$ cat src/rtl/sdio_dat_serializer_if.sv
// Byte handshake, control and pad-side signals of one SDIO DAT line transmitter.
interface sdio_dat_serializer_if;
  logic        i_ce;
  logic        i_start;
  logic        i_abort;
  logic [11:0] i_block_size;
  logic [7:0]  i_data;
  logic        i_data_stb;
  logic        o_data_rdy;
  logic        o_sd_dat;
  logic        o_sd_oe;
  logic        o_busy;
  logic        o_done;
  logic        o_underrun;

  // Driver side: byte source, controller and SD-clock tick generator.
  modport master (
    output i_ce, i_start, i_abort, i_block_size, i_data, i_data_stb,
    input  o_data_rdy, o_sd_dat, o_sd_oe, o_busy, o_done, o_underrun
  );

  // Serializer side.
  modport slave (
    input  i_ce, i_start, i_abort, i_block_size, i_data, i_data_stb,
    output o_data_rdy, o_sd_dat, o_sd_oe, o_busy, o_done, o_underrun
  );
endinterface

$ cat src/rtl/sdio_dat_serializer.sv
// SDIO DAT0 transmitter, 1-bit mode: start bit, MSB-first payload, inline CRC16, end bit.
// Line, CRC and state advance only on SD-clock ticks (i_ce).
module sdio_dat_serializer #(
  parameter logic [15:0] POLYNOMIAL = 16'h1021,
  parameter logic [15:0] SEED       = 16'h0000
) (
  input logic                  clk,
  input logic                  rst,
  sdio_dat_serializer_if.slave bus
);

  typedef enum logic [2:0] {
    StIdle, StStart, StData, StCrc, StEnd, StDone, StAbort
  } state_e;

  state_e      state_q, state_d;
  logic [7:0]  hold_q, hold_d;
  logic        hold_vld_q, hold_vld_d;
  logic [7:0]  shift_q, shift_d;
  logic [15:0] crc_q, crc_d;
  logic [11:0] cnt_q, cnt_d;   // bytes still to move into the shift register
  logic [3:0]  bit_q, bit_d;   // bit index within byte (DATA) or CRC field (CRC)
  logic        dat_q, dat_d;
  logic        oe_q, oe_d;
  logic        done_q, done_d;
  logic        unr_q, unr_d;
  logic        fb;

  // Next-state, datapath and registered pad outputs.
  always_comb begin
    state_d    = state_q;
    hold_d     = hold_q;
    hold_vld_d = hold_vld_q;
    shift_d    = shift_q;
    crc_d      = crc_q;
    cnt_d      = cnt_q;
    bit_d      = bit_q;
    dat_d      = dat_q;
    oe_d       = oe_q;
    done_d     = 1'b0;
    unr_d      = unr_q;
    fb         = crc_q[15] ^ shift_q[7];

    if (bus.i_abort) begin
      // Abort wins over everything, including a byte offered on this clock.
      state_d    = StAbort;
      dat_d      = 1'b1;
      oe_d       = 1'b0;
      hold_vld_d = 1'b0;
    end else begin
      // Holding register accepts bytes in any state, IDLE included (prefetch).
      if (bus.i_data_stb && !hold_vld_q) begin
        hold_d     = bus.i_data;
        hold_vld_d = 1'b1;
      end

      case (state_q)
        StIdle: begin
          if (bus.i_start && (bus.i_block_size != 12'd0)) begin
            state_d = StStart;
            cnt_d   = bus.i_block_size;
            crc_d   = SEED;
            bit_d   = 4'd0;
            unr_d   = 1'b0;
          end
        end
        StStart: begin
          if (bus.i_ce) begin
            dat_d = 1'b0;
            oe_d  = 1'b1;
            bit_d = 4'd0;
            if (!hold_vld_q) begin
              unr_d   = 1'b1;
              state_d = StAbort;
            end else begin
              shift_d    = hold_q;
              hold_vld_d = 1'b0;
              cnt_d      = cnt_q - 12'd1;
              state_d    = StData;
            end
          end
        end
        StData: begin
          if (bus.i_ce) begin
            dat_d   = shift_q[7];
            shift_d = {shift_q[6:0], 1'b0};
            crc_d   = {crc_q[14:0], 1'b0} ^ (fb ? POLYNOMIAL : 16'h0000);
            if (bit_q == 4'd7) begin
              bit_d = 4'd0;
              if (cnt_q == 12'd0) begin
                state_d = StCrc;
              end else if (hold_vld_q) begin
                shift_d    = hold_q;
                hold_vld_d = 1'b0;
                cnt_d      = cnt_q - 12'd1;
              end else begin
                unr_d   = 1'b1;
                state_d = StAbort;
              end
            end else begin
              bit_d = bit_q + 4'd1;
            end
          end
        end
        StCrc: begin
          if (bus.i_ce) begin
            dat_d = crc_q[15];
            crc_d = {crc_q[14:0], 1'b0};
            if (bit_q == 4'd15) begin
              bit_d   = 4'd0;
              state_d = StEnd;
            end else begin
              bit_d = bit_q + 4'd1;
            end
          end
        end
        StEnd: begin
          if (bus.i_ce) begin
            dat_d   = 1'b1;
            oe_d    = 1'b1;
            state_d = StDone;
          end
        end
        StDone: begin
          done_d  = 1'b1;
          dat_d   = 1'b1;
          oe_d    = 1'b0;
          state_d = StIdle;
        end
        StAbort: begin
          dat_d      = 1'b1;
          oe_d       = 1'b0;
          hold_vld_d = 1'b0;
          state_d    = StIdle;
        end
        default: begin
          dat_d   = 1'b1;
          oe_d    = 1'b0;
          state_d = StIdle;
        end
      endcase
    end
  end

  // State and datapath registers.
  always_ff @(posedge clk or posedge rst) begin
    if (rst) begin
      state_q    <= StIdle;
      hold_q     <= 8'h00;
      hold_vld_q <= 1'b0;
      shift_q    <= 8'h00;
      crc_q      <= SEED;
      cnt_q      <= 12'd0;
      bit_q      <= 4'd0;
      dat_q      <= 1'b1;
      oe_q       <= 1'b0;
      done_q     <= 1'b0;
      unr_q      <= 1'b0;
    end else begin
      state_q    <= state_d;
      hold_q     <= hold_d;
      hold_vld_q <= hold_vld_d;
      shift_q    <= shift_d;
      crc_q      <= crc_d;
      cnt_q      <= cnt_d;
      bit_q      <= bit_d;
      dat_q      <= dat_d;
      oe_q       <= oe_d;
      done_q     <= done_d;
      unr_q      <= unr_d;
    end
  end

  assign bus.o_data_rdy = !hold_vld_q;
  assign bus.o_sd_dat   = dat_q;
  assign bus.o_sd_oe    = oe_q;
  assign bus.o_busy     = (state_q != StIdle);
  assign bus.o_done     = done_q;
  assign bus.o_underrun = unr_q;

endmodule

$ cat src/flat_wrapper.sv
// flat-port wrapper written by rule: the top's interface ports become plain ports
module sdio_dat_serializer_flat 
#(
  parameter logic [15:0] POLYNOMIAL = 16'h1021,
  parameter logic [15:0] SEED       = 16'h0000
)
  (clk, rst, bus_i_ce, bus_i_start, bus_i_abort, bus_i_block_size, bus_i_data, bus_i_data_stb, bus_o_data_rdy, bus_o_sd_dat, bus_o_sd_oe, bus_o_busy, bus_o_done, bus_o_underrun);
  sdio_dat_serializer_if bus_i ();
  input logic clk;
  input logic rst;
  input wire logic [$bits(bus_i.i_ce)-1:0] bus_i_ce;
  input wire logic [$bits(bus_i.i_start)-1:0] bus_i_start;
  input wire logic [$bits(bus_i.i_abort)-1:0] bus_i_abort;
  input wire logic [$bits(bus_i.i_block_size)-1:0] bus_i_block_size;
  input wire logic [$bits(bus_i.i_data)-1:0] bus_i_data;
  input wire logic [$bits(bus_i.i_data_stb)-1:0] bus_i_data_stb;
  output wire logic [$bits(bus_i.o_data_rdy)-1:0] bus_o_data_rdy;
  output wire logic [$bits(bus_i.o_sd_dat)-1:0] bus_o_sd_dat;
  output wire logic [$bits(bus_i.o_sd_oe)-1:0] bus_o_sd_oe;
  output wire logic [$bits(bus_i.o_busy)-1:0] bus_o_busy;
  output wire logic [$bits(bus_i.o_done)-1:0] bus_o_done;
  output wire logic [$bits(bus_i.o_underrun)-1:0] bus_o_underrun;
  assign bus_i.i_ce = bus_i_ce;
  assign bus_i.i_start = bus_i_start;
  assign bus_i.i_abort = bus_i_abort;
  assign bus_i.i_block_size = bus_i_block_size;
  assign bus_i.i_data = bus_i_data;
  assign bus_i.i_data_stb = bus_i_data_stb;
  assign bus_o_data_rdy = bus_i.o_data_rdy;
  assign bus_o_sd_dat = bus_i.o_sd_dat;
  assign bus_o_sd_oe = bus_i.o_sd_oe;
  assign bus_o_busy = bus_i.o_busy;
  assign bus_o_done = bus_i.o_done;
  assign bus_o_underrun = bus_i.o_underrun;
  sdio_dat_serializer #(.POLYNOMIAL(POLYNOMIAL), .SEED(SEED)) u_core (.clk(clk), .rst(rst), .bus(bus_i));
endmodule
$ cat config.mk
export PLATFORM = sky130hd
export DESIGN_NAME = sdio_dat_serializer_flat
export DESIGN_NICKNAME = d
export VERILOG_FILES = /design/src/rtl/sdio_dat_serializer_if.sv /design/src/rtl/sdio_dat_serializer.sv /design/src/flat_wrapper.sv
export SDC_FILE = /design/constraint.sdc
export NUM_CORES = 1
export LEC_CHECK = 0
export BUFFER_PORTS_ARGS = -buffer_cell sky130_fd_sc_hd__buf_2
export CORE_UTILIZATION = 30
export CTS_CLUSTER_DIAMETER = 30
export DETAILED_ROUTE_END_ITERATION = 8
export HOLD_SLACK_MARGIN = 0.05
export PLACE_DENSITY = 0.48
export SYNTH_ARGS = -nofsm -noshare
export SYNTH_HDL_FRONTEND = slang
export SYNTH_SLANG_ARGS = --single-unit
$ cat constraint.sdc
create_clock -name clk -period 6 [get_ports clk]
set_input_delay 0.3 -clock clk [delete_from_list [all_inputs] [get_ports clk]]
set_output_delay 0.3 -clock clk [all_outputs]
set_load 0.03 [all_outputs]
==> impl_metrics.json <==
{
  "synthTopCellsByCount": "dfrtp_1, nand2_1, o21ai_0",
  "rsz0062_at_grt": "false",
  "hold_viol_final": 0,
  "max_cap_viol_count": 0,
  "max_clock_freq_ghz": 0.362,
  "grt_pass1_wl_um": 11500,
  "synth_edf_count": 0,
  "clockBufferDepth": 2,
  "ir_drop_uv": 139,
  "clkTransAtPathRegs_ps": 100,
  "area_growth_pct": 12.1,
  "yosys.area.top_type": "dfrtp_1",
  "root_buffer": "clkbuf_8",
  "crit_fanout": 20,
  "crit_path_start_kind": "flip-flop",
  "synth_top_area_share_pct": 46.0,
  "maxSlewHeadroom_pct": 36.9,
  "period_minus_slack_ps": 2760,
  "clock_latency_ps": 310,
  "setup_tns_ps": 0,
  "port_buffers": 31,
  "syn-cell-area_sq_mm": 0.00299,
  "start_util_pct": 30.7,
  "grt_pass1_vias": 2304,
  "design.core.area_sq_mm": 0.00973,
  "yosys-top-cells-area": "dfrtp_1, nand2_1, o21ai_0, a21oi_1, mux2_2",
  "place_hpwl_um": 4780,
  "cts_resized": 0,
  "arrival_ps": 2970,
  "htreeDepth": 2,
  "wl_per_cell_um": 14.5,
  "crit_path_top_delay_cell": "dfrtp_1",
  "syn_nets": 361,
  "drtIter0Drc": 121,
  "die-area_sq_mm": 0.0104,
  "crit_top_cell": "and3_1",
  "power_leakage_uw": 0.00138,
  "die_height_um": 102,
  "skew_ps": 7.29,
  "end_kind": "flip-flop",
  "synthArstFlopShare_pct": 100,
  "synth_cells": 332,
  "finalMaxSlewViolations": 0,
  "worstPathRequired_ps": 6200,
  "vias": 2459,
  "holdCritPathClass": "input pin to async pin",
  "grt_overflow_total": 0,
  "drive_above_1_share_pct": 17.4,
  "ant_nets": 0,
  "final_area_sq_mm": 0.00335,
  "grt_max_degree": 57,
  "dpl_cell_area_sq_mm": 0.00323,
  "setup_viol": 0,
  "ys_types": 49,
  "ys_warn_count": 0,
  "worst_path_largest_cell_delay_ps": 680,
  "power_density_mw_per_mm2": 415,
  "cts_sinks": 56,
  "path_class": "flip-flop to flip-flop",
  "ys_seq_area_share_pct": 46.9,
  "period_share_pct": 46.1,
  "tritoncts": "yes",
  "drtPass1Iterations": 5,
  "ys_seq_elements": 56,
  "fin_nets": 379,
  "worst_slew_pin_slew_ps": 944,
  "post_cts_buffers": 0,
  "grt_antenna_before_repair": 0,
  "path_cells": "a21oi_1 -> a211oi_1 -> and3_1 -> and3_1 -> mux2_2",
  "gp_congestion": 0.820,
  "rows": 36,
  "viasPerCell": 5.08,
  "numCtsBuffers": 5,
  "wl_um": 7010,
  "syn_avg_cell_area_sq_um": 9.01,
  "yosysMostFrequentCell": "dfrtp_1",
  "dominantRegCellSynth": "dfrtp_1",
  "status": "finished, final reports clean",
  "grt_use_total_pct": 14.1,
  "drc": 0,
  "ctsHoldBuffers": 0,
  "ios": 32,
  "die_w_um": 102,
  "antenna_cells": 0
}
==> power by group <==
group	internal, uW	leakage, uW	switching, uW
logic	199	0.000631	277
clock network	137	0.0000614	129
registers	507	0.000693	143
==> metal layers <==
layer  global-route usage [%]  wire (um)  vias to the layer above
met3                     2.67        253                       12
met1                     20.5       3550                     1168
met2                     21.7       3110                       55
met5                        0          0                        -
met4                     3.63         96                        0
li1                         -          -                     1224
==> metrics by stage <==
| stage | utilization, % | cells | setup WS (ps) | total power [uW] | hold WS (ps) |
|---|---|---|---|---|---|
| floorplan | - | 332 | 3850 | 1010 | 443 |
| global placement | 33.2 | 476 | 3350 | 1130 | 461 |
| detailed placement | 33.2 | 476 | 3290 | 1130 | 470 |
| CTS | 34.5 | 484 | 3280 | 1410 | 205 |
| global route | 34.5 | 484 | 3050 | 1500 | 206 |
| finish | 34.5 | 484 | 3240 | 1390 | 177 |
==> registers in the layout, summed over array words and instances, names as in the netlist <==
signal	flops
u_core.crc_q	16
u_core.cnt_q	12
u_core.hold_q	8
u_core.shift_q	8
u_core.bit_q	4
u_core.state_q	3
u_core.bus.o_done	1
u_core.bus.o_sd_dat	1
u_core.bus.o_sd_oe	1
u_core.bus.o_underrun	1
u_core.hold_vld_q	1
==> kinds of logic (layout without fill, tap and decap cells) <==
group | count (synthesis) | count (layout) | synth area share [%]
fa+ha+maj | 3 | 3 | 1.25
xor+xnor | 5 | 5 | 1.46
mux | 17 | 17 | 6.11
buf+inv | 30 | 49 | 4.18
flops | 56 | 56 | 46.9
simple gates | 123 | 123 | 19.9
compound gates | 98 | 98 | 20.2
==> final timing paths <==
kind,startpoint,to,slack (ps),cells past startpoint
min in group clk,bus_i_data[5],u_core.hold_q[5],210,2
min reg2reg,u_core.crc_q[5],u_core.crc_q[5],490,2
max,u_core.state_q[1],u_core.cnt_q[1],3240,5
max in group asynchronous,rst,u_core.cnt_q[7],5320,3
min,rst,u_core.bus.o_done,180,3
max reg2reg,u_core.state_q[1],u_core.cnt_q[1],3240,5
==> layout by cell type (no fill, tap or decap), drive strengths merged, types with 2 or more instances in the layout <==
cell type / Yosys / final
nor4: 6 / 6
a21o: 4 / 4
nand3b: 2 / 2
or2: 2 / 2
mux2: 10 / 10
a211oi: 5 / 5
a41oi: 4 / 4
a21oi: 23 / 23
mux2i: 7 / 7
a31oi: 6 / 6
ha: 3 / 3
o31ai: 3 / 3
inv: 8 / 8
nand2b: 6 / 6
and3: 5 / 5
nor3: 3 / 3
nor3b: 2 / 2
clkbuf: 17 / 6
nand4: 2 / 2
o21ai: 35 / 35
o21a: 2 / 2
or3: 2 / 2
nand3: 14 / 14
o22ai: 5 / 5
xnor2: 5 / 5
o311ai: 2 / 2
o41ai: 2 / 2
buf: 5 / 33
dfrtp: 55 / 55
nand2: 51 / 51
nor2: 23 / 23
==> layout make-up <==
class | count | area, sq um
clock buffers | 6 | 82.6
clock inverters | 2 | 38.8
fillers | 1053 | 6370
inverters | 8 | 30.0
multi-input cells | 246 | 1460
flip-flops and latches | 56 | 1400
well taps | 133 | 166
repair buffers | 33 | 170
==> critical path, delay by kind of cell (launching register included) <==
family	cells	cell delay [ps]
compound gates	2	500
flops	1	680
mux	1	390
simple gates	2	1080
(Power assumes the default switching activity.)
